**config.mk**
```make
export PLATFORM = sky130hd
export DESIGN_NAME = memory_port_arbiter
export DESIGN_NICKNAME = d
export VERILOG_FILES = /design/src/rtl/memory_port_arbiter_pkg.sv /design/src/rtl/round_robin_arbiter2.sv /design/src/rtl/memory_port_arbiter.sv
export SDC_FILE = /design/constraint.sdc
export NUM_CORES = 1
export LEC_CHECK = 0
export CAP_MARGIN = 10
export CORE_AREA = 5 5 101 103
export DETAILED_ROUTE_END_ITERATION = 10
export DIE_AREA = 0 0 106 108
export HOLD_SLACK_MARGIN = 0.03
export SETUP_SLACK_MARGIN = 0.1
export SLEW_MARGIN = 25
export SYNTH_ARGS = -nofsm -noshare
export SYNTH_HDL_FRONTEND = slang
export SYNTH_HIERARCHICAL = 1
export SYNTH_SLANG_ARGS = --single-unit
```
**constraint.sdc**
```tcl
create_clock -name clock -period 3.6 [get_ports clock]
set_input_delay 0.72 -clock clock [delete_from_list [all_inputs] [get_ports clock]]
set_output_delay 0.72 -clock clock [all_outputs]
set_load 0.01 [all_outputs]
```
**src/rtl/memory_port_arbiter_pkg.sv**
```systemverilog
`default_nettype none
// ---------------------------------------------------------------------------
// memory_port_arbiter_pkg : shared types for the fetch/data memory arbiter
// Revision: 1.0
// ---------------------------------------------------------------------------
package memory_port_arbiter_pkg;

  localparam int unsigned NUM_REQUESTERS = 2;

  typedef enum logic [1:0] {
    ST_IDLE         = 2'd0,
    ST_RESP_FETCH   = 2'd1,
    ST_RESP_DATA_RD = 2'd2,
    ST_RESP_DATA_WR = 2'd3
  } state_e;

  // Requester id doubles as the bit index into the req/grant vectors.
  typedef enum logic {
    REQ_FETCH = 1'b0,
    REQ_DATA  = 1'b1
  } req_id_e;

endpackage
`default_nettype wire

```
**src/rtl/round_robin_arbiter2.sv**
```systemverilog
`default_nettype none
// ---------------------------------------------------------------------------
// round_robin_arbiter2 : two-way arbiter, ties go to whoever was not last
// Revision: 1.0
// ---------------------------------------------------------------------------
module round_robin_arbiter2
  import memory_port_arbiter_pkg::*;
(
  input  logic [NUM_REQUESTERS-1:0] req,
  input  req_id_e                   last,
  output logic [NUM_REQUESTERS-1:0] grant
);

  always_comb begin
    grant = '0;
    unique case (req)
      2'b01:   grant = 2'b01;
      2'b10:   grant = 2'b10;
      2'b11:   grant = (last == REQ_FETCH) ? 2'b10 : 2'b01;
      default: grant = '0;
    endcase
  end

endmodule
`default_nettype wire

```
**src/rtl/memory_port_arbiter.sv**
```systemverilog
`default_nettype none
// ---------------------------------------------------------------------------
// memory_port_arbiter : shares one synchronous single-port RAM between the
// instruction-fetch and data ports with round-robin tie breaking.
// Revision: 1.0
// ---------------------------------------------------------------------------
module memory_port_arbiter
  import memory_port_arbiter_pkg::*;
#(
  parameter int ADDR_WIDTH = 32,
  parameter int DATA_WIDTH = 32
) (
  input  logic                  clock,
  input  logic                  reset,
  input  logic                  fetch_req,
  input  logic [ADDR_WIDTH-1:0] fetch_address,
  output logic                  fetch_grant,
  output logic                  fetch_valid,
  output logic [DATA_WIDTH-1:0] fetch_data,
  input  logic                  data_req,
  input  logic                  data_write_en,
  input  logic [ADDR_WIDTH-1:0] data_address,
  input  logic [DATA_WIDTH-1:0] data_write_value,
  output logic                  data_grant,
  output logic                  data_valid,
  output logic [DATA_WIDTH-1:0] data_read_value,
  output logic                  mem_en,
  output logic                  mem_write_en,
  output logic [ADDR_WIDTH-1:0] mem_address,
  output logic [DATA_WIDTH-1:0] mem_write_value,
  input  logic [DATA_WIDTH-1:0] mem_read_value
);

  state_e  state_q, state_d;
  req_id_e last_grant_q, last_grant_d;

  logic [NUM_REQUESTERS-1:0] req_w;
  logic [NUM_REQUESTERS-1:0] grant_w;

  // Requests are masked while reset is high so no command reaches the RAM.
  assign req_w = {data_req, fetch_req} & {NUM_REQUESTERS{~reset}};

  round_robin_arbiter2 u_rr (
    .req   (req_w),
    .last  (last_grant_q),
    .grant (grant_w)
  );

  assign fetch_grant     = grant_w[REQ_FETCH];
  assign data_grant      = grant_w[REQ_DATA];
  assign mem_en          = fetch_grant | data_grant;
  assign mem_write_en    = data_grant & data_write_en;
  assign mem_address     = data_grant  ? data_address  :
                           fetch_grant ? fetch_address : '0;
  assign mem_write_value = mem_write_en ? data_write_value : '0;

  assign fetch_valid     = (state_q == ST_RESP_FETCH);
  assign fetch_data      = fetch_valid ? mem_read_value : '0;
  assign data_valid      = (state_q == ST_RESP_DATA_RD) || (state_q == ST_RESP_DATA_WR);
  assign data_read_value = (state_q == ST_RESP_DATA_RD) ? mem_read_value : '0;

  always_comb begin
    state_d      = ST_IDLE;
    last_grant_d = last_grant_q;
    if (data_grant) begin
      state_d      = data_write_en ? ST_RESP_DATA_WR : ST_RESP_DATA_RD;
      last_grant_d = REQ_DATA;
    end else if (fetch_grant) begin
      state_d      = ST_RESP_FETCH;
      last_grant_d = REQ_FETCH;
    end
  end

  always_ff @(posedge clock or posedge reset) begin
    if (reset) begin
      state_q      <= ST_IDLE;
      last_grant_q <= REQ_FETCH;
    end else begin
      state_q      <= state_d;
      last_grant_q <= last_grant_d;
    end
  end

endmodule
`default_nettype wire

```
Word-level counts from Yosys, hierarchy flattened
Cells that the tools add are included.

Flip-flop bits (word level): 3. Latch bits: 0. Memory bits (writable): 0. Bits in read-only memories: 0. Input port bits: 133. Output and inout bits: 134. Memories kept: 0.

$add $sub $neg: 0. $mul: 0. Div/mod/pow operators: 0. Order comparisons: 0. Equality and inequality tests: 6. Shift operators: 0. Muxes and demuxes: 12. Bitwise logic cells: 4. Reduce and logical (&&, ||, !) cells: 2.

Operator list (number): 32-bit two-way mux (5); 2-bit equality test (second input constant) (4); 2-bit one-hot mux with 3 select lines (1); 2-bit by 1-bit equality test with 1-bit output (second input constant) (2); 1-bit two-way mux (4); 2-bit two-way mux (2); 2-bit AND (1); 2-bit nonzero test (1); 1-bit AND (1); 1-bit logical OR (1); 1-bit inverter (1); 1-bit OR (1).

Longest topological paths before layout
Gate-level depths: netlist of run 1.

Depth after elaboration: 6. Gate-level depth with buffers: 6.

Cells and area by module
The synthesis of run 1 kept the hierarchy.

By module, submodules not included: memory_port_arbiter (instances 1, cells an instance 163, area an instance 1179.9 sq um, seq. area each 75.1 sq um); round_robin_arbiter2 (instances 1, cells an instance 3, area an instance 18.8 sq um, seq. area each 0.0 sq um).

Worst setup path after synthesis of run 1
OpenSTA, ideal clock, no wires.

Path type: input to output. Start point: in data_req. End point: out mem_address[10]. Arrival: 2.062 ns. Required time: 2.880 ns. Path slack: 0.818 ns. Stages on the path: 6. Buffers on the path: 2. Cells stage by stage: nor2b_1 -> a21boi_0 -> nor2b_1 -> buf_6 -> buf_6 -> a22o_1.

Elaborated cells between the ends (all ways): 7. Those cells by class: 3 x eq/ne; 3 x mux; 1 x bitwise.

RTL lines: from (decl) (RTL line memory_port_arbiter.sv:20) `input logic data_req,`; 2-bit AND (*) (RTL line memory_port_arbiter.sv:41) `assign req_w = {data_req, fetch_req} & {NUM_REQUESTERS{~reset}};`; 2-bit equality test / 2-bit by 1-bit equality test with 1-bit output (equally long branches) (RTL line round_robin_arbiter2.sv:16) `unique case (req)`; 2-bit one-hot mux with 3 select lines (*) (RTL line round_robin_arbiter2.sv:16); named net data_grant (RTL line memory_port_arbiter.sv:24) `output logic data_grant,`; 32-bit two-way mux (*) (RTL line memory_port_arbiter.sv:53) `assign mem_address = data_grant ? data_address :`; to (decl) (RTL line memory_port_arbiter.sv:29) `output logic [ADDR_WIDTH-1:0] mem_address,`.

The timed path passes the listed nets; every way through them passes the cells marked *.

Worst setup path after layout of run 1
Start point: in reset. End point: out mem_address[11].

Longest elaborated chain between the ends: 6. Elaborated cells between the ends (all ways): 8. Those cells by class: 3 x eq/ne; 3 x mux; 2 x bitwise.

Ends and longest elaborated chain: from (decl) (RTL line memory_port_arbiter.sv:14) `input logic reset,`; 1-bit inverter (*) (RTL line memory_port_arbiter.sv:41); 2-bit AND (*) (RTL line memory_port_arbiter.sv:41); named net req_w[1] (RTL line memory_port_arbiter.sv:37) `logic [NUM_REQUESTERS-1:0] req_w;`; 2-bit equality test / 2-bit by 1-bit equality test with 1-bit output (equally long branches) (RTL line round_robin_arbiter2.sv:16); 2-bit one-hot mux with 3 select lines (*) (RTL line round_robin_arbiter2.sv:16); 32-bit two-way mux (RTL line memory_port_arbiter.sv:54) `fetch_grant ? fetch_address : '0;`; 32-bit two-way mux (*) (RTL line memory_port_arbiter.sv:53).

Marks and branches as above.

==> results of run 1 <==
[sequential cells by signal (all words and copies together), names as in the netlist]
signal,count
last_grant_q,1
state_q,2
[final cells by class]
class	instances	area (um2)	share of cell area, %
timing repair buffer	277	2805	68.71
multi-input combinational	139	1007	24.67
tap	111	138.9	3.402
sequential	3	75.07	1.839
clock buffer	4	45.04	1.103
inverter	3	11.26	0.2758
[critical path: stages]
cell and delay, ns:
clkdlybuf4s50_1 0.47, nor2b_1 0.21, a21boi_4 0.21, buf_4 0.17, buf_12 0.17, a22o_1 0.19
clkdlybuf4s50_1 0.54
[cells by family after synthesis]
group	count (synthesis)	share of synthesized area [%]
buf+inv	24	11.79
simple gates	104	56.68
compound gates	35	25.26
flops	3	6.263
[report_power, final]
part           internal [mW]  switching, mW
Combinational          0.308          0.151
Clock                 0.0754         0.0213
Sequential            0.0373        0.00388
Total                  0.421          0.177
[synth_stat cells]
cell	instances	area share, %
and3_1	32	17
and2_2	15	9.4
clkbuf_2	3	1.3
and2_1	50	26
buf_4	4	2.5
a21boi_0	1	0.63
a21o_1	1	0.63
nor2b_1	3	1.6
a22o_1	32	23
or2_2	2	1.0
a21boi_1	1	0.63
nor2b_4	1	1.1
clkbuf_1	8	2.5
inv_1	3	0.94
dfrtp_1	3	6.3
buf_2	2	0.84
and2b_2	1	0.73
buf_6	4	3.8
[worst paths after layout]
path                              startpoint         endpoint  slack (ns)  cells past startpoint
worst max-delay path                   reset  mem_address[11]        0.19                      7
worst min-delay path            last_grant_q     last_grant_q        0.58                      1
worst max register to register  last_grant_q       state_q[0]        2.22                      5
worst min register to register  last_grant_q     last_grant_q        0.58                      1
max in group asynchronous              reset       state_q[1]        2.70                      2
min in group asynchronous              reset     last_grant_q        0.78                      2
[what timing repair did]
item / 4_1_cts / 5_1_grt
setup endpoints to repair: 9 / 62
gates cloned: 0 / 1
resized for setup: 1 / 7
setup buffers: 0 / 4
[per-stage QoR]
step | setup WS, ns | total power, mW | instances | instance area (um2) | utilization, %
floorplan | 0.8176 | 0.1836 | 166 | 1199 | -
global placement | 0.05538 | 0.4916 | 528 | 3954 | 43.41
detailed placement | 0.06156 | 0.4941 | 528 | 3954 | 43.41
CTS | 0.1055 | 0.5947 | 532 | 4001 | 43.93
global route | 0.1070 | 0.6375 | 537 | 4083 | 44.82
finish | 0.1891 | 0.5973 | 537 | 4083 | 44.82
[routing by layer]
metal	up-vias	track usage [%]
met5	-	0
met4	0	4.533
met3	12	4.179
met2	147	25.36
met1	989	13.47
li1	1094	-
[cell usage in the layout (no fill, tap or decap), types with 2 or more instances in the layout]
master	count
a22o_1	32
and2_1	50
and2_2	15
and3_1	32
buf_12	3
buf_4	7
clkbuf_8	3
clkdlybuf4s50_1	264
dfrtp_1	3
dlymetal6s2s_1	2
inv_1	3
nor2b_4	2
or2_2	2
==> flow_summary.json, run 1 <==
{
  "grt.total_usage_pct": 13.20,
  "gp_congestion": 0.8254,
  "drv_slew": 0,
  "antenna_found_initial": 0,
  "cts_tree": "done",
  "post_drt_wl_per_cell_um": 16.34,
  "rows": 35,
  "clock_latency_ns": 0.21,
  "first_pass_iters": 4,
  "p_leak_nw": 1.712,
  "synth_nets": 299,
  "vias": 2242,
  "die-area_um2": 11450,
  "ir_drop_mv": 0.07213,
  "fin_nets": 560,
  "powerDensity_nw_per_um2": 146.3,
  "numCtsBuffers": 3,
  "max_slew_margin_pct": 65.53,
  "drc_errors": 0,
  "seq_area_frac_synth_pct": 6.263,
  "io_pins": 267,
  "max_slew.worst_pin.slew_ns": 0.5160,
  "maxUsedRoutingLayer": "met4",
  "ys_types": 18,
  "drive_gt1_share_pct": 8.685,
  "fmax_mhz": 293.2,
  "initialDrtViolationCount": 79,
  "cts-hold-fix-buffers": 0,
  "wirelength_mm": 8.773,
  "yosysWarnings": 6,
  "synthesis.area_um2": 1199,
  "port_buffers": 266,
  "period_minus_slack_ns": 3.411,
  "synth-seq-cells": 3,
  "grt_pass1_vias": 2254,
  "root_buffer": "clkbuf_8",
  "viasPerCell": 4.175,
  "clkSinkCount": 3,
  "worst-endpoint-arrival_ns": 2.69,
  "htreeDepth": 1,
  "grt_start_max_net_pins": 34,
  "syn_area_per_cell_um2": 7.221,
  "start_util_pct": 13.16,
  "status": "finished, final reports clean",
  "critical_path_required_ns": 2.88,
  "clock_path_buffers": 2,
  "clkTransAtPathRegs_ns": 0.03,
  "path_class": "primary input to output pin",
  "rsz0062_at_grt": "no",
  "die_height_um": 108,
  "synthCells": 166,
  "hpwl_mm": 7.641,
  "antenna_cells": 0,
  "drv_cap": 0,
  "wl_met1_mm": 3.168,
  "min_path_type": "flip-flop to flip-flop",
  "setup.worst_path.start_class": "primary input",
  "whs_ns": 0.5787,
  "final_hold_viol_count": 0,
  "fin_crit_sh_pct": 94.75,
  "setup_viol": 0,
  "cp-end-kind": "output pin",
  "crit_fanout": 26,
  "die_w_um": 106,
  "core-area_um2": 9109,
  "dr_wl_met3_um": 864,
  "grt_pass1_wl_mm": 12.12,
  "finalSetupTns_ns": 0,
  "route.met2.wl_mm": 4.570,
  "fill_cells": 908,
  "grt_overflow": 0,
  "finClkSkew_ns": 0.0006933,
  "area_delta_synth_final_pct": 240.6,
  "antenna_left": 0
}
Power figures use the tool's default switching activity.
==> run 2: changes to the inputs <==
--- a/config.mk
+++ b/config.mk
@@ -10,6 +10,7 @@
 export DETAILED_ROUTE_END_ITERATION = 10
 export DIE_AREA = 0 0 106 108
 export HOLD_SLACK_MARGIN = 0.03
+export RECOVER_POWER = 25
 export SETUP_SLACK_MARGIN = 0.1
 export SLEW_MARGIN = 25
 export SYNTH_ARGS = -nofsm -noshare
==> run 2 against run 1 <==
Effect of this change: utilization is 0.069 points lower; worst hold slack stayed put; cell area is 0.15% lower; critical endpoint unchanged.
==> flow_summary.json, run 2 (synthesis results as in run 1) <==
{
  "status": "finished, final reports clean",
  "port_buffers": 266,
  "die_w_um": 106,
  "cp-end-kind": "output pin",
  "finalSetupTns_ns": 0,
  "largest_reg_flops": 2,
  "hpwl_mm": 7.641,
  "multi_input_area_um2": 1001,
  "r2r_cells": 5,
  "whs_ns": 0.5787,
  "top_register": "state_q",
  "clkSinkCount": 3,
  "hp-start": "last_grant_q",
  "max_slew.worst_pin.slew_ns": 0.8932,
  "fin_nets": 560,
  "gp_congestion": 0.8254,
  "min_path_type": "flip-flop to flip-flop",
  "final_cell_mix": "clkdlybuf4s50_1, and2_1, and3_1, a22o_1, dlygate4sd3_1",
  "core-area_um2": 9109,
  "seqPwrFrac_pct": 6.9,
  "root_buffer": "clkbuf_8",
  "grt_pass1_wl_mm": 12.12,
  "regArea_um2": 75.07,
  "final_hold_viol_count": 0,
  "p_leak_nw": 1.767,
  "cts-hold-fix-buffers": 0,
  "worst-endpoint-arrival_ns": 2.69,
  "fmax_mhz": 293.2,
  "period_minus_slack_ns": 3.411,
  "antenna_left": 0,
  "grt_overflow": 0,
  "area_delta_synth_final_pct": 240.1,
  "antenna_found_initial": 0,
  "fin_crit_sh_pct": 94.75,
  "largest_registers": "state_q: 2 flops, last_grant_q: 1 flops",
  "start_util_pct": 13.16,
  "p_sw_uw": 175.8,
  "rows": 35,
  "critical_path_required_ns": 2.88,
  "max_slew_margin_pct": 40.18,
  "finalNonFillerCells": 537,
  "viasPerCell": 4.171,
  "drv_cap": 0,
  "first_pass_iters": 4,
  "internal_power_uw": 415.8,
  "setup_viol": 0,
  "clock_latency_ns": 0.21,
  "rsz0062_at_grt": "no",
  "grt_start_max_net_pins": 34,
  "post_drt_wl_per_cell_um": 16.33,
  "pwr-share-comb_pct": 76.7,
  "cts_tree": "done",
  "vias": 2240,
  "clock_path_buffers": 2,
  "clkPwrFrac_pct": 16.4,
  "grt.total_usage_pct": 13.20,
  "placed_cells_incl_taps": 528,
  "crit_fanout": 26,
  "htreeDepth": 1,
  "dpl_cell_area_um2": 3954,
  "grt_pass1_vias": 2254,
  "mostFrequentLayoutCell": "clkdlybuf4s50_1",
  "wirelength_mm": 8.768,
  "clkTransAtPathRegs_ns": 0.03,
  "cp-startpoint": "reset",
  "drv_slew": 0,
  "io_pins": 267,
  "initialDrtViolationCount": 75,
  "ir_drop_mv": 0.07208,
  "r2r_start": "last_grant_q",
  "fill_cells": 909,
  "min_path_cells": 1,
  "swShare_pct": 29.72,
  "setup.worst_path.start_class": "primary input",
  "antenna_cells": 0,
  "die_height_um": 108,
  "die-area_um2": 11450,
  "drive_gt1_share_pct": 8.451,
  "stdcell_area_um2": 4076,
  "numCtsBuffers": 3,
  "finClkSkew_ns": 0.0006933,
  "drc_errors": 0,
  "path_class": "primary input to output pin",
  "powerDensity_nw_per_um2": 145.1
}
run 2: layer usage:
metal	vias to the layer above	wire length, um	track usage, %
li1	1094	-	-
met1	987	3167	13.47
met2	147	4566	25.36
met3	12	866	4.179
met4	0	168	4.533
met5	-	0	0
run 2: repair_timing:
action                     in CTS  in global routing
resized for setup               1                  7
pin swaps                       0                  0
setup endpoints to repair       9                 62
cloned                          0                  1
setup buffers                   0                  4
run 2: through the flow:
stage	setup slack [ns]	util (%)	total power, mW
after floorplan	0.8176	-	0.1836
after global placement	0.05538	43.41	0.4916
after detailed placement	0.06156	43.41	0.4941
after CTS	0.1055	43.93	0.5947
after global routing	0.1070	44.75	0.6317
final	0.1891	44.75	0.5916
run 2: layout make-up:
type | instances | area share (%)
clock buffers | 4 | 1.105
inverters | 3 | 0.2762
multi-input cells | 139 | 24.55
flip-flops and latches | 3 | 1.842
well taps | 111 | 3.407
repair buffers | 277 | 68.82
run 2: power groups by stage:
stage	Clock, mW	Combinational, mW	Sequential [mW]
after detailed placement	0	0.452	0.0416
final	0.0967	0.454	0.0409
after global routing	0.107	0.484	0.0412
after floorplan	0	0.144	0.0396
after global placement	0	0.450	0.0412
after CTS	0.0992	0.454	0.0412
run 2: worst max-delay path: stages:
cell,delay (ns)
clkdlybuf4s50_1,0.47
nor2b_1,0.21
a21boi_4,0.21
buf_4,0.17
buf_12,0.17
a22o_1,0.19
clkdlybuf4s50_1,0.54
run 2: worst paths after layout:
kind                              endpoint  slack [ns]
setup / recovery           mem_address[11]        0.19
hold / removal                last_grant_q        0.58
setup reg to reg                state_q[0]        2.22
hold reg to reg               last_grant_q        0.58
max in group asynchronous       state_q[1]        2.70
min in group asynchronous     last_grant_q        0.78
==> run 3: changes to the inputs <==
--- a/config.mk
+++ b/config.mk
@@ -5,7 +5,6 @@
 export SDC_FILE = /design/constraint.sdc
 export NUM_CORES = 1
 export LEC_CHECK = 0
-export CAP_MARGIN = 10
 export CORE_AREA = 5 5 101 103
 export DETAILED_ROUTE_END_ITERATION = 10
 export DIE_AREA = 0 0 106 108
@@ -15,5 +14,4 @@
 export SLEW_MARGIN = 25
 export SYNTH_ARGS = -nofsm -noshare
 export SYNTH_HDL_FRONTEND = slang
-export SYNTH_HIERARCHICAL = 1
 export SYNTH_SLANG_ARGS = --single-unit
==> constraint.sdc (replaced) <==
create_clock -name clock -period 3.6 [get_ports clock]
set_input_delay 0.72 -clock clock [delete_from_list [all_inputs] [get_ports clock]]
set_output_delay 0.72 -clock clock [all_outputs]
set_load 0.1 [all_outputs]
==> run 3 against run 2 <==
Effect of this change: first-iteration DRC count up 56%; via count up 8.7%; cell area up 11%; highest routed layer unchanged.
==> flow_summary.json, run 3 <==
{
  "first_pass_iters": 4,
  "cts_tree": "done",
  "fin_crit_sh_pct": 89.34,
  "core-area_um2": 9109,
  "crit_slowest_cell": "dlygate4sd3_1",
  "fin_nets": 592,
  "rsz0062_at_grt": "no",
  "seq_area_frac_synth_pct": 5.682,
  "internal_power_uw": 471.7,
  "pre_cts_ws_ns": 0.4522,
  "seqPwrFrac_pct": 3.6,
  "syn_area_per_cell_um2": 6.445,
  "multi_input_area_um2": 1105,
  "die_w_um": 106,
  "ys_types": 17,
  "wirelength_mm": 9.614,
  "finalSetupTns_ns": 0,
  "start_util_pct": 14.51,
  "antenna_left": 0,
  "final_hold_viol_count": 0,
  "die-area_um2": 11450,
  "status": "finished, final reports clean",
  "regArea_um2": 75.07,
  "r2r_start": "last_grant_q",
  "max_stage_delay_ns": 0.78,
  "yosys-top-cells-area": "and2_1, a32oi_1, nor2_1, dfrtp_1, buf_6",
  "placed_cells_incl_taps": 565,
  "r2r_cells": 3,
  "period_minus_slack_ns": 3.216,
  "grt_pass1_vias": 2524,
  "synth_nets": 338,
  "swShare_pct": 60.76,
  "grt.total_usage_pct": 15.64,
  "ir_drop_mv": 0.1136,
  "clock_latency_ns": 0.21,
  "mostFrequentLayoutCell": "clkdlybuf4s50_1",
  "cts_resized": 0,
  "path_class": "primary input to output pin",
  "r2r_slack_ns": 2.56,
  "worst-endpoint-arrival_ns": 2.50,
  "p_sw_uw": 730.5,
  "cp-end-kind": "output pin",
  "viasPerCell": 4.278,
  "vias": 2434,
  "synth_edf_count": 0,
  "fmax_mhz": 310.9,
  "setup.worst_path.start_class": "primary input",
  "clkPwrFrac_pct": 8.2,
  "synthTopCellsByCount": "and2_1, nor2_1, a32oi_1",
  "largest_registers": "state_q: 2 flops, last_grant_q: 1 flops",
  "initialDrtViolationCount": 117,
  "drc_errors": 0,
  "min_path_type": "flip-flop to flip-flop",
  "setup_viol": 0,
  "pwr-share-comb_pct": 88.2,
  "synthFlopType": "dfrtp_1",
  "yosysWarnings": 0,
  "drv_slew": 0,
  "gp_congestion": 0.7789,
  "antenna_found_initial": 0,
  "synthCells": 205,
  "synth_top_area_cell": "and2_1",
  "critical_path_required_ns": 2.88,
  "clkSinkCount": 3,
  "total_power_mw": 1.202,
  "die_height_um": 108,
  "setup_ws_ns": 0.3838,
  "fin_util_pct": 49.68,
  "powerDensity_nw_per_um2": 265.7,
  "synthArstFlopShare_pct": 100.0,
  "crit_chain": "dlygate4sd3_1 -> buf_4 -> a32oi_1 -> nor2_1 -> buf_12",
  "whs_ns": 0.6235,
  "crit_fanout": 30,
  "port_buffers": 266,
  "fill_cells": 873,
  "dpl_cell_area_um2": 4589,
  "final_cell_mix": "clkdlybuf4s50_1, and2_1, buf_12",
  "grt_start_max_net_pins": 37,
  "area_delta_synth_final_pct": 242.5,
  "synthesis.area_um2": 1321,
  "cts_setup_buffers": 0,
  "finalNonFillerCells": 569,
  "htreeDepth": 1,
  "synth_top_area_share_pct": 45.45,
  "synth-seq-cells": 3,
  "p_leak_nw": 1.863,
  "io_pins": 267,
  "drv_cap": 0,
  "max_slew_margin_pct": 16.52,
  "finClkSkew_ns": 0.0005351,
  "numCtsBuffers": 3,
  "stdcell_area_um2": 4526,
  "root_buffer": "clkbuf_8",
  "top_register": "state_q",
  "crit_end": "mem_address[30]",
  "synth.most_common_cell": "and2_1",
  "post_drt_wl_per_cell_um": 16.90,
  "rr_endpoint": "state_q[0]",
  "drive_gt1_share_pct": 25.98,
  "max_slew.worst_pin.slew_ns": 1.258,
  "clock_path_buffers": 2,
  "cp-startpoint": "fetch_req",
  "antenna_cells": 0,
  "rows": 35,
  "cts-hold-fix-buffers": 0,
  "grt_pass1_wl_mm": 13.88,
  "largest_reg_flops": 2,
  "grt_overflow": 0,
  "hpwl_mm": 8.495,
  "clkTransAtPathRegs_ns": 0.03
}
-- run 3: worst max-delay path: cells and delay by family --
family / cells / cell delay (ns)
buf+inv: 3 / 1.39
simple gates: 1 / 0.21
compound gates: 1 / 0.16
-- run 3: how the worst min path moves through the flow --
stage / from / end / slack, ns / cells after the start
after floorplan: last_grant_q / last_grant_q / 0.57 / 1
after global placement: last_grant_q / last_grant_q / 0.61 / 1
after detailed placement: last_grant_q / last_grant_q / 0.63 / 1
after CTS: last_grant_q / last_grant_q / 0.62 / 1
after global routing: last_grant_q / last_grant_q / 0.66 / 1
final: last_grant_q / last_grant_q / 0.62 / 1
-- run 3: area by class of cell --
cell class	instances	share of cell area (%)
Inverter	2	0.1659
Multi-Input combinational cell	175	24.41
Sequential cell	3	1.659
Timing Repair Buffer	274	69.70
Clock buffer	4	0.9953
Tap cell	111	3.069
-- run 3: kinds of logic (layout without fill, tap and decap cells) --
family | Yosys count | after routing | synth area share, %
compound gates | 38 | 38 | 25.19
buf+inv | 27 | 280 | 10.70
flops | 3 | 3 | 5.682
simple gates | 137 | 137 | 58.43
-- run 3: routing by layer --
metal  global-route usage [%]  share of wire (%)  vias to the layer above
met2                    31.56                 54                      159
met5                        0                  0                        -
met4                    3.515                1.5                        0
met1                    14.32                 33                     1061
met3                    6.866                 12                        8
li1                         -                  -                     1206
-- run 3: power groups by stage --
stage / Clock, mW / Combinational [mW] / Sequential (mW)
floorplan: 0 / 0.672 / 0.0427
global placement: 0 / 1.08 / 0.0436
detailed placement: 0 / 1.08 / 0.0439
CTS: 0.101 / 1.08 / 0.0436
global route: 0.107 / 1.10 / 0.0443
finish: 0.0985 / 1.06 / 0.0436
==> RTL change 1 (config.mk and constraints of run 3) <==
Re-encode `state_e` (4 states) as one-hot, 4 bits wide.
--- a/src/rtl/memory_port_arbiter_pkg.sv
+++ b/src/rtl/memory_port_arbiter_pkg.sv
@@ -8,9 +8,9 @@
   localparam int unsigned NUM_REQUESTERS = 2;
 
-  typedef enum logic [1:0] {
-    ST_IDLE         = 2'd0,
-    ST_RESP_FETCH   = 2'd1,
-    ST_RESP_DATA_RD = 2'd2,
-    ST_RESP_DATA_WR = 2'd3
+  typedef enum logic [3:0] {
+    ST_IDLE         = 4'b0001,
+    ST_RESP_FETCH   = 4'b0010,
+    ST_RESP_DATA_RD = 4'b0100,
+    ST_RESP_DATA_WR = 4'b1000
   } state_e;
 
Check against the original RTL: same outputs for any inputs over 10 cycles, from zero or initial values and one cycle with reset high; not proved beyond that.
==> RTL change 1 against run 3 <==
Combinational power shrank 8%. Critical endpoint is now mem_address[1]. Critical path type unchanged. Setup slack got worse by 0.17 ns. Critical path depth is 1 lower. Design area increased by 28%. Area after synthesis increased by 74%. Largest power group unchanged. Total power is 4.7% lower. Register-to-register slack got worse by 0.37 ns. Sequential power grew 55%. Sequential cell count grew 2. Routed wire length is 17% higher.
==> RTL change 1: results <==
{
  "status": "complete, no violations",
  "yosysUniqueCellTypes": 26,
  "leakagePower_uw": 0.00238,
  "reg_top3": "state_q (4), last_grant_q (1)",
  "pre_cts_ws_ns": 0.200,
  "cp.arrival_ns": 2.67,
  "ir_drop_mv": 0.115,
  "synth_common_cells": "nand2b_1 (64), and2_1 (61), o32ai_2 (28), nor4bb_2 (26), buf_2 (15)",
  "grt_pass1_vias": 2981,
  "syn_nets": 383,
  "avgSynthCellArea_um2": 9.20,
  "dp.cells": 603,
  "endpoint": "mem_address[1]",
  "synth.area.top_cells": "o32ai_2 (20%), nor4bb_2 (18%), nand2b_1 (17%), and2_1 (17%), buf_6 (4.9%)",
  "seq_area_frac_synth_pct": 5.50,
  "cp_top_family": "compound AO/OA/AOI/OAI gates",
  "drive_gt1_share_pct": 43.3,
  "p_comb_uw": 972,
  "switching_share_pct": 53.3,
  "dp.final_hpwl_mm": 9.45,
  "cpMaxStageDelayCell": "a21bo_2",
  "track_usage_pct": 18.8,
  "drt-initial-drc-count": 87,
  "n_fill_cell": 761,
  "power_frac_comb_pct": 84.9
}
==> RTL change 1: cell families (layout without fill, tap and decap cells) <==
family | after synthesis | count (layout) | share of synthesized area, %
simple gates | 174 | 174 | 61.9
buf+inv | 35 | 281 | 9.79
compound gates | 34 | 34 | 22.0
flops | 5 | 5 | 5.50
xor+xnor | 1 | 1 | 0.381
mux | 1 | 1 | 0.435
==> RTL change 1: routing by layer <==
metal / wire (um) / vias to the layer above / GRT usage [%]
li1: - / 1392 / -
met1: 3480 / 1286 / 16.6
met2: 6180 / 158 / 37.6
met3: 1330 / 12 / 8.60
met4: 233 / 0 / 5.92
met5: 0 / - / 0
==> RTL change 1: cell type report <==
type,instances,share of cell area [%]
sequential,5,2.18
timing repair buffer,275,55.5
clock buffer,4,0.778
inverter,2,0.130
multi-input combinational,210,39.0
tap,111,2.40
==> RTL change 1: worst reg2reg max path: cells and delay by family, from the launching register on <==
family	cells	cell delay, ns
flip-flops	1	0.43
buffers and inverters	1	0.18
AND/OR/NAND/NOR	2	0.63
==> RTL change 2 (config.mk and constraints of run 3) <==
Made on the original files. Set the parameter `ADDR_WIDTH` to 48 (it was 32).
--- a/src/rtl/memory_port_arbiter.sv
+++ b/src/rtl/memory_port_arbiter.sv
@@ -8,5 +8,5 @@
   import memory_port_arbiter_pkg::*;
 #(
-  parameter int ADDR_WIDTH = 32,
+  parameter int ADDR_WIDTH = 48,
   parameter int DATA_WIDTH = 32
 ) (
Interface: changed (resized data_address, fetch_address and mem_address); port bits go from 267 to 315. The function was not compared with the original's and may differ.
==> RTL change 2 against run 3 <==
Clock power hardly changed. Routed wire length is 29% higher. Setup slack worse by 0.098 ns. Sequential share of layout area is 0.25 points lower. Non-clock buffer count is 49 higher. Sequential cell count stayed put. Critical path depth is 1 higher. Total power is 19% higher. Combinational power is 22% higher. Sequential power is 3% higher. Register-to-register slack worse by 0.24 ns. Design area is 18% higher. Area after synthesis is 16% higher. Fmax is 3.0% lower. Critical path type unchanged. Largest power group unchanged. Highest routed layer unchanged.
==> RTL change 2: results <==
{
  "grt_pass1_wl_mm": 17.4,
  "reg2reg_depth": 4,
  "leakagePower_uw": 0.00216,
  "synth.area.top_cells": "and2_1 (39%), a32oi_1 (27%), nor2_1 (12%), dfrtp_1 (4.9%), clkbuf_1 (4.1%)",
  "synth-compound-area-share_pct": 30.7,
  "ir_drop_mv": 0.124,
  "relSlewSlack_pct": 19.8,
  "track_usage_pct": 19.8,
  "clock_skew_ns": 0.00158,
  "m1WireLength_mm": 3.92,
  "wl_per_cell_um": 19.1,
  "nNetsFinal": 705,
  "placed_area_mm2": 0.00540,
  "vias_per_cell": 4.52,
  "cp.arrival_ns": 2.59,
  "status": "complete, no violations",
  "drive_gt1_share_pct": 24.9,
  "wl_mm": 12.4,
  "dp.final_hpwl_mm": 10.8,
  "grt_pass1_vias": 2947,
  "critPathMaxFanout": 33,
  "wl_met2_mm": 6.86,
  "hold_ws_ns": 0.692,
  "grt_max_degree": 53,
  "p_sw_uw": 878,
  "drt-initial-drc-count": 156
}
-- RTL change 2: changes by cell type in the layout (fill, tap and decap cells not counted), sizes merged --
cell	before	now
clkdlybuf4s50	130	162
buf	113	127
dlygate4sd3	2	1
clkbuf	33	37
a32oi	32	48
nor2	35	51
-- RTL change 2: per-layer routing --
metal	up-vias	track usage [%]
met5	-	0
met3	12	7.94
met4	0	4.81
met2	196	39.7
met1	1286	18.7
li1	1445	-
-- RTL change 2: layout make-up --
class	instances	area [um2]
fillers	845	3780
repair buffers	323	3740
multi-input cells	207	1320
well taps	111	139
flip-flops and latches	3	75.1
clock buffers	4	45.0
inverters	2	7.51
-- RTL change 2: critical path, cell delays in order --
cell	delay, ns
dlygate4sd3_1	0.73
a21boi_4	0.24
buf_4	0.34
a32oi_1	0.09
nor2_1	0.25
buf_12	0.22
-- RTL change 2: stage by stage --
step,worst slack (ns),power (uW)
finish,0.285,1430
global route,0.187,1480
CTS,0.347,1460
detailed placement,0.359,1360
global placement,0.395,1350
floorplan,0.205,849
